--- config.mk ---
export PLATFORM = sky130hd
export DESIGN_NAME = trace_unpack
export DESIGN_NICKNAME = d
export VERILOG_FILES = /design/src/rtl/trace_unpack.sv
export SDC_FILE = /design/constraint.sdc
export NUM_CORES = 1
export LEC_CHECK = 0
export ABC_AREA = 1
export BUFFER_PORTS_ARGS = -buffer_cell sky130_fd_sc_hd__buf_2
export CELL_PAD_IN_SITES_DETAIL_PLACEMENT = 1
export CELL_PAD_IN_SITES_GLOBAL_PLACEMENT = 1
export CORE_MARGIN = 5
export CORE_UTILIZATION = 42
export CTS_CLUSTER_DIAMETER = 150
export CTS_CLUSTER_SIZE = 8
export DETAILED_ROUTE_END_ITERATION = 7
export GPL_ROUTABILITY_DRIVEN = 0
export PLACE_DENSITY = 0.85
export SYNTH_ARGS = -nofsm -noshare
export SYNTH_HDL_FRONTEND = slang
export SYNTH_SLANG_ARGS = --single-unit
--- constraint.sdc ---
create_clock -name CLK -period 5.9 [get_ports CLK]
set_clock_uncertainty 0.2 [all_clocks]
set_input_delay 0.59 -clock CLK [delete_from_list [all_inputs] [get_ports CLK]]
set_output_delay 0.59 -clock CLK [all_outputs]
set_load 0.005 [all_outputs]
--- src/rtl/trace_unpack.sv ---
// Reassembles narrow bus words (LS word first) into full-width trace records,
// with framing-error detection, resync on the last flag and a 2-entry output buffer.
module trace_unpack #(
  parameter int unsigned width  = 48,
  parameter int unsigned owidth = 32
) (
  input  logic              CLK,
  input  logic              RST,
  input  logic              in_enq__ENA,
  input  logic [owidth-1:0] in_enq_v,
  input  logic              in_enq_last,
  output logic              in_enq__RDY,
  output logic [width-1:0]  out_first,
  output logic              out_first__RDY,
  input  logic              out_deq__ENA,
  output logic              out_deq__RDY,
  input  logic              clear__ENA,
  output logic              clear__RDY,
  output logic [7:0]        err_count
);

  localparam int unsigned N  = (width + owidth - 1) / owidth;
  localparam int unsigned IW = (N > 1) ? $clog2(N) : 1;
  localparam int unsigned AW = N * owidth;
  localparam logic [IW-1:0] LAST_IDX = IW'(N - 1);

  typedef enum logic {ASSEMBLE, DROP} state_t;

  state_t          state, state_n;
  logic [IW-1:0]   idx, idx_n;
  logic            store, push, err_inc;
  logic            at_last, accept, pop;
  logic [AW-1:0]   acc, acc_full;
  logic [width-1:0] entry [2];
  logic            rd, wr;
  logic [1:0]      count;

  assign at_last = (idx == LAST_IDX);
  // Ready depends only on registered state, never on same-cycle deq
  assign in_enq__RDY    = !(state == ASSEMBLE && at_last && count == 2'd2);
  assign accept         = in_enq__ENA && in_enq__RDY && !clear__ENA;
  assign pop            = out_deq__ENA && (count != 2'd0) && !clear__ENA;
  assign out_first      = entry[rd];
  assign out_first__RDY = (count != 2'd0);
  assign out_deq__RDY   = out_first__RDY;
  assign clear__RDY     = 1'b1;

  // Final word fills the top slot; bits beyond width fall away on truncation
  always_comb begin
    acc_full = acc;
    acc_full[(N-1)*owidth +: owidth] = in_enq_v;
  end

  always_ff @(posedge CLK or posedge RST) begin
    if (RST) begin
      state <= ASSEMBLE;
      idx   <= '0;
    end else begin
      state <= state_n;
      idx   <= idx_n;
    end
  end

  always_comb begin
    state_n = state;
    idx_n   = idx;
    store   = 1'b0;
    push    = 1'b0;
    err_inc = 1'b0;
    if (clear__ENA) begin
      state_n = ASSEMBLE;
      idx_n   = '0;
    end else if (accept) begin
      case (state)
        ASSEMBLE: begin
          if (!at_last) begin
            if (in_enq_last) begin
              idx_n   = '0;
              err_inc = 1'b1;
            end else begin
              store = 1'b1;
              idx_n = idx + IW'(1);
            end
          end else if (in_enq_last) begin
            push  = 1'b1;
            idx_n = '0;
          end else begin
            err_inc = 1'b1;
            idx_n   = '0;
            state_n = DROP;
          end
        end
        DROP: begin
          if (in_enq_last) begin
            state_n = ASSEMBLE;
            idx_n   = '0;
          end
        end
        default: begin
          state_n = ASSEMBLE;
          idx_n   = '0;
        end
      endcase
    end
  end

  always_ff @(posedge CLK or posedge RST) begin
    if (RST) begin
      acc       <= '0;
      rd        <= 1'b0;
      wr        <= 1'b0;
      count     <= 2'd0;
      err_count <= 8'd0;
    end else if (clear__ENA) begin
      acc       <= '0;
      rd        <= 1'b0;
      wr        <= 1'b0;
      count     <= 2'd0;
      err_count <= 8'd0;
    end else begin
      if (store)
        acc[idx*owidth +: owidth] <= in_enq_v;
      if (push)
        wr <= ~wr;
      if (pop)
        rd <= ~rd;
      if (push && !pop)
        count <= count + 2'd1;
      else if (pop && !push)
        count <= count - 2'd1;
      if (err_inc && err_count != 8'hFF)
        err_count <= err_count + 8'd1;
    end
  end

  // Buffer storage; cleared only by reset so out_first reads 0 out of reset
  always_ff @(posedge CLK or posedge RST) begin
    if (RST) begin
      entry[0] <= '0;
      entry[1] <= '0;
    end else if (push && !clear__ENA) begin
      entry[wr] <= acc_full[width-1:0];
    end
  end

endmodule

==> After elaboration in Yosys (flattened, before gate mapping) <==
Index checks and enable logic that the tools add are counted.
{ "totals": {"register_bits": 174, "wordCells": 92, "out_inout_bits": 60, "inputBits": 38} }
{ "classes": {"eq_ne": 3, "muxes": 42, "bitwise_logic": 5, "n_addsub": 5, "reduce_logical": 23, "n_shift": 2, "order_cmp": 3} }
{ "op_table": {"columns": ["operator", "count"], "rows": [
  ["2-to-1 mux 48 bit", 4],
  ["2-to-1 mux 64 bit", 2],
  ["bitwise mux 96 bit", 1],
  ["bitwise mux 64 bit", 1],
  ["variable shift 32 x 34 -> 64 bit, first input constant", 1],
  ["variable part select 32 x 34 -> 64 bit", 1],
  ["demux 48 bit (select 1 bit)", 1],
  ["negation 6 -> 34 bit", 1],
  ["2-to-1 mux 1 bit", 26],
  ["2-to-1 mux 8 bit", 2],
  ["nonzero test 2 bit", 6],
  ["logical AND 1 bit", 11],
  ["adder 8 x 1 -> 8 bit, second input constant", 1],
  ["!= test 8 bit, second input constant", 1],
  ["2-to-1 mux 2 bit", 3],
  [">= comparator 2 bit, second input constant", 2],
  ["logical NOT 1 bit", 4],
  ["NOT 1 -> 2 bit", 2],
  ["one-hot mux 1 bit (2 select lines)", 2],
  ["!= test 3 bit, second input constant", 1],
  ["NOT 1 bit", 3],
  ["nonzero test 3 bit", 1],
  ["adder 2 x 1 -> 2 bit, second input constant", 1],
  ["equality test 2 bit, second input constant", 1],
  ["other kinds (4)", 4]
]} }

==> Logic depth before layout (Yosys ltp) <==
{ "logic_depth": {"word_depth": 13, "mapped_depth": 10, "mapped_depth_nobuf": 10} }

==> Worst setup path before layout <==
No wires, ideal clock.
{ "synth_path": {"path_type": "input-to-reg", "from": "input in_enq_last", "to": "register entry[49] (netlist name)", "setup_slack_ns": 3.810, "path_stages": 10, "n_path_buf": 3, "required_ns": 5.579, "arrival_ns": 1.769, "setup_ns": 0.121, "cell_sequence": "ha_1 > inv_1 > nor2_1 > nand4_4 > or2_1 > buf_6 > buf_6 > buf_6 > nand2_1 > o21ai_1"} }
{ "synth_via": {"elab_chain_len": 6} }
{ "synth_lines": {"columns": ["item", "line_no", "rtl"], "rows": [
  ["from (decl)", "11", "input logic in_enq_last,"],
  ["2-to-1 mux 1 bit", "84", "end else if (in_enq_last) begin"],
  ["2-to-1 mux 1 bit", "76", "if (!at_last) begin"],
  ["2-to-1 mux 1 bit", "74", "case (state)"],
  ["2-to-1 mux 1 bit", "73", "end else if (accept) begin"],
  ["2-to-1 mux 1 bit", "70", "if (clear__ENA) begin"],
  ["logical AND 1 bit", "141", "end else if (push && !clear__ENA) begin"],
  ["to (signal, indexed assignment)", "142", "entry[wr] <= acc_full[width-1:0];"],
  ["to (decl)", "34", "logic [width-1:0] entry [2];"]
]} }
No other way between the ends.
A chain may end at the register's enable or synchronous reset.

==> Worst setup path in the final report <==
{ "layout_path": {"from": "register rd", "to": "output out_first[11]"} }
{ "layout_via": {"elab_chain_len": 4} }
{ "layout_lines": {"columns": ["item", "line_no", "rtl"], "rows": [
  ["from (decl)", "35", "logic rd, wr;"],
  ["from (signal assigned)", "126", "rd <= ~rd;"],
  ["NOT 1 -> 2 bit (implied by the code)", "43", "assign out_first = entry[rd];"],
  ["2-to-1 mux 48 bit (implied by the code) (3 in a row)", "43", null],
  ["to (decl)", "13", "output logic [width-1:0] out_first,"]
]} }
No other way between the ends. The select of a mux whose other input is x is not followed.

==> results_dict.tcl <==
set metrics [dict create \
    status "complete, no violations" \
    grt_pass1_vias 5307 \
    async_flop_share_pct 100 \
    met2_usage_pct 30.3 \
    syn-num-nets 777 \
    finalCritPeriodShare_pct 57.8 \
    seq_power_share_pct 44.3 \
    tns_ns 0 \
    yosys_warnings 0 \
    cts_buffers 17 \
    whs_ns 0.108 \
    grt_util_met1_pct 25.5 \
    slew_viol_final 0 \
    cts_buffer_depth 2 \
    yosysTopAreaCellShare_pct 57.2 \
    rr_startpoint "at_last" \
    clkSinkCount 142 \
    required_ns 5.11 \
    startpoint "rd" \
    end_kind "output port" \
    post_cts_buffers 0 \
    p_leak_nw 3.83 \
    reg2reg_depth 6 \
    tightest_slew_ns 1.23 \
    min_period_ns 3.41 \
    switching_power_mw 0.666 \
    viasPerCell 5.04 \
    synth.most_common_cell "nand2_1" \
    grt_max_degree 98 \
    cts-hold-fix-buffers 0 \
    rows 44 \
    syn_area_mm2 0.00621 \
    drv_cap 0 \
    clock.fmax_mhz 293 \
    slowest_stage "dfrtp_2" \
    cts_resized 0 \
    hold_viol 0 \
    ant_nets 0 \
    floorplan.initialDensity_pct 42.7 \
    yosysUniqueCellTypes 27 \
    crit_type "flip-flop to output port" \
    postSynthCellCount 735 \
    grt.overflow.total 0 \
    path_clk_slew_ns 0.06 \
    vias 5074 \
    powerDensity_mw_per_mm2 341 \
    routedWlPerCell_um 15.8 \
    drt_iter0_markers 315 \
    die_width_um 132 \
    syn2layout_area_growth_pct 17.5 \
    crit_path_start_kind "flip-flop" \
    syn_area_per_cell_um2 8.45 \
    p_total_mw 2.48 \
    place_inst 974 \
    final_cells 1006 \
    drive_gt1_share_pct 16.8 \
    core_mm2 0.0145 \
    wl_mm 15.8 \
    crit_fanout 50 \
    synth_area_leaders "dfrtp_1 57%, nand2_1 17%, o21ai_0 6.9%" \
    cts_max_level 4 \
    met3_usage_pct 4.85 \
    yosysSeqAreaShare_pct 57.2 \
    rsz0062_at_grt "no" \
    clkLatencyLatePin_ns 0.41 \
    p_comb_share_pct 11.2 \
    synth-edff-count 0 \
    ioPinCount 98 \
    hpwl_mm 10.1 \
    grt_usage_pct 18.7 \
    io_buffers 96 \
    diodes 0 \
    ys_seq_elements 142 \
    hold_class "primary input to async pin" \
    drc_errors 0 \
    crit_top_cell "nand2_1" \
    yosysTopAreaCell "dfrtp_1" \
    grt_first_pass_wirelength_mm 26.8 \
    ir_worst_vdd_v 0.000191 \
    switching_share_pct 26.8 \
    first_pass_iters 5 \
    cts_root_buf "clkbuf_16" \
    ys.flop_type "dfrtp_1" \
    max-slew-margin-rel_pct 18.1 \
    fin_ws_ns 2.49 \
    dp_slack_ns 2.58 \
    cp_cell_sequence "inv_2, nand2_1, nand2_1, buf_2" \
    die_y_um 132 \
    dieArea_mm2 0.0173 \
    antenna_found_initial 0 \
    setup_viol 0 \
    busiest_layer "met2" \
    fin_nets 851 \
    synthTopCellsByCount "284 x nand2_1, 142 x dfrtp_1, 85 x o21ai_0" \
    clkPwrFrac_pct 44.5 \
    cts_tree "built" \
    cp.arrival_ns 2.62 \
    power.internal_mw 1.82 \
    cp_slowest_stage_delay_ns 1.04 \
]
## logic make-up (layout without fill, tap and decap cells)
| family | count (synthesis) | after routing | synth area share [%] |
|---|---|---|---|
| and+or+nand+nor | 335 | 335 | 21.5 |
| other | 1 | 1 | 0.0604 |
| DFF | 142 | 142 | 57.2 |
| adders and majority gates | 4 | 4 | 0.806 |
| xor gates and xnor gates | 5 | 5 | 0.705 |
| AOI/OAI and AO/OA | 138 | 138 | 11.5 |
| buffers and inverters | 110 | 197 | 8.18 |
## registers in the layout (all words and copies together), names as in the netlist
signal     count
rd             1
count          2
wr             1
err_count      8
acc           32
entry         96
at_last        1
state          1
## power groups by stage
| stage | combinational [mW] | clock, mW | sequential (mW) |
|---|---|---|---|
| after floorplan | 0.195 | 0 | 1.08 |
| after CTS | 0.287 | 1.12 | 1.10 |
| after detailed placement | 0.285 | 0 | 1.12 |
| final | 0.279 | 1.11 | 1.10 |
| after global routing | 0.324 | 1.17 | 1.11 |
| after global placement | 0.273 | 0 | 1.11 |
## through the flow
| step | instance area, um2 | util, % |
|---|---|---|
| floorplan | 6210 | - |
| global placement | 6690 | 46.0 |
| finish | 7300 | 50.2 |
| detailed placement | 6690 | 46.0 |
| global route | 7300 | 50.2 |
| CTS | 7300 | 50.2 |
## final timing paths
kind,slack (ns),end
min,0.11,entry[35]
min in group CLK,0.21,acc[26]
max,2.49,out_first[11]
min reg2reg,0.28,entry[16]
max in group asynchronous,4.10,rd
max reg2reg,2.89,acc[7]
## cell type report
class	count	area [um2]
fill	1787	7240
sequential	142	3550
multi-input combinational	483	2150
timing repair buffer	98	495
clock buffer	20	447
inverter	67	256
tap	184	230
clock inverter	12	161
## placed cells by master (no fill, tap or decap), types with 2 or more instances in the layout
| cell type | count |
|---|---|
| clkbuf_1 | 2 |
| dfrtp_1 | 141 |
| inv_6 | 2 |
| inv_2 | 3 |
| o21ai_1 | 30 |
| o21ai_0 | 85 |
| clkbuf_16 | 17 |
| nand3_1 | 28 |
| a21oi_1 | 6 |
| ha_1 | 4 |
| o22ai_1 | 17 |
| clkinv_4 | 3 |
| buf_4 | 2 |
| nand2_2 | 2 |
| nor2_1 | 14 |
| buf_2 | 96 |
| nand2_1 | 283 |
| bufinv_16 | 3 |
| nor3_1 | 3 |
| clkinv_2 | 2 |
| clkinvlp_4 | 2 |
| xor2_1 | 4 |
| inv_1 | 63 |
## metal layers
metal / vias up / share of wire (%)
met5: - / 0
met4: 0 / 0.75
met3: 15 / 4.3
met2: 99 / 48
met1: 2494 / 47
li1: 2466 / -
## worst max-delay path: cells and delay by family, from the launching register on
family | cells | cell delay, ns
and+or+nand+nor | 2 | 0.31
DFF | 1 | 1.04
buffers and inverters | 2 | 0.79
Note: power is estimated with default switching activity, not from simulation.
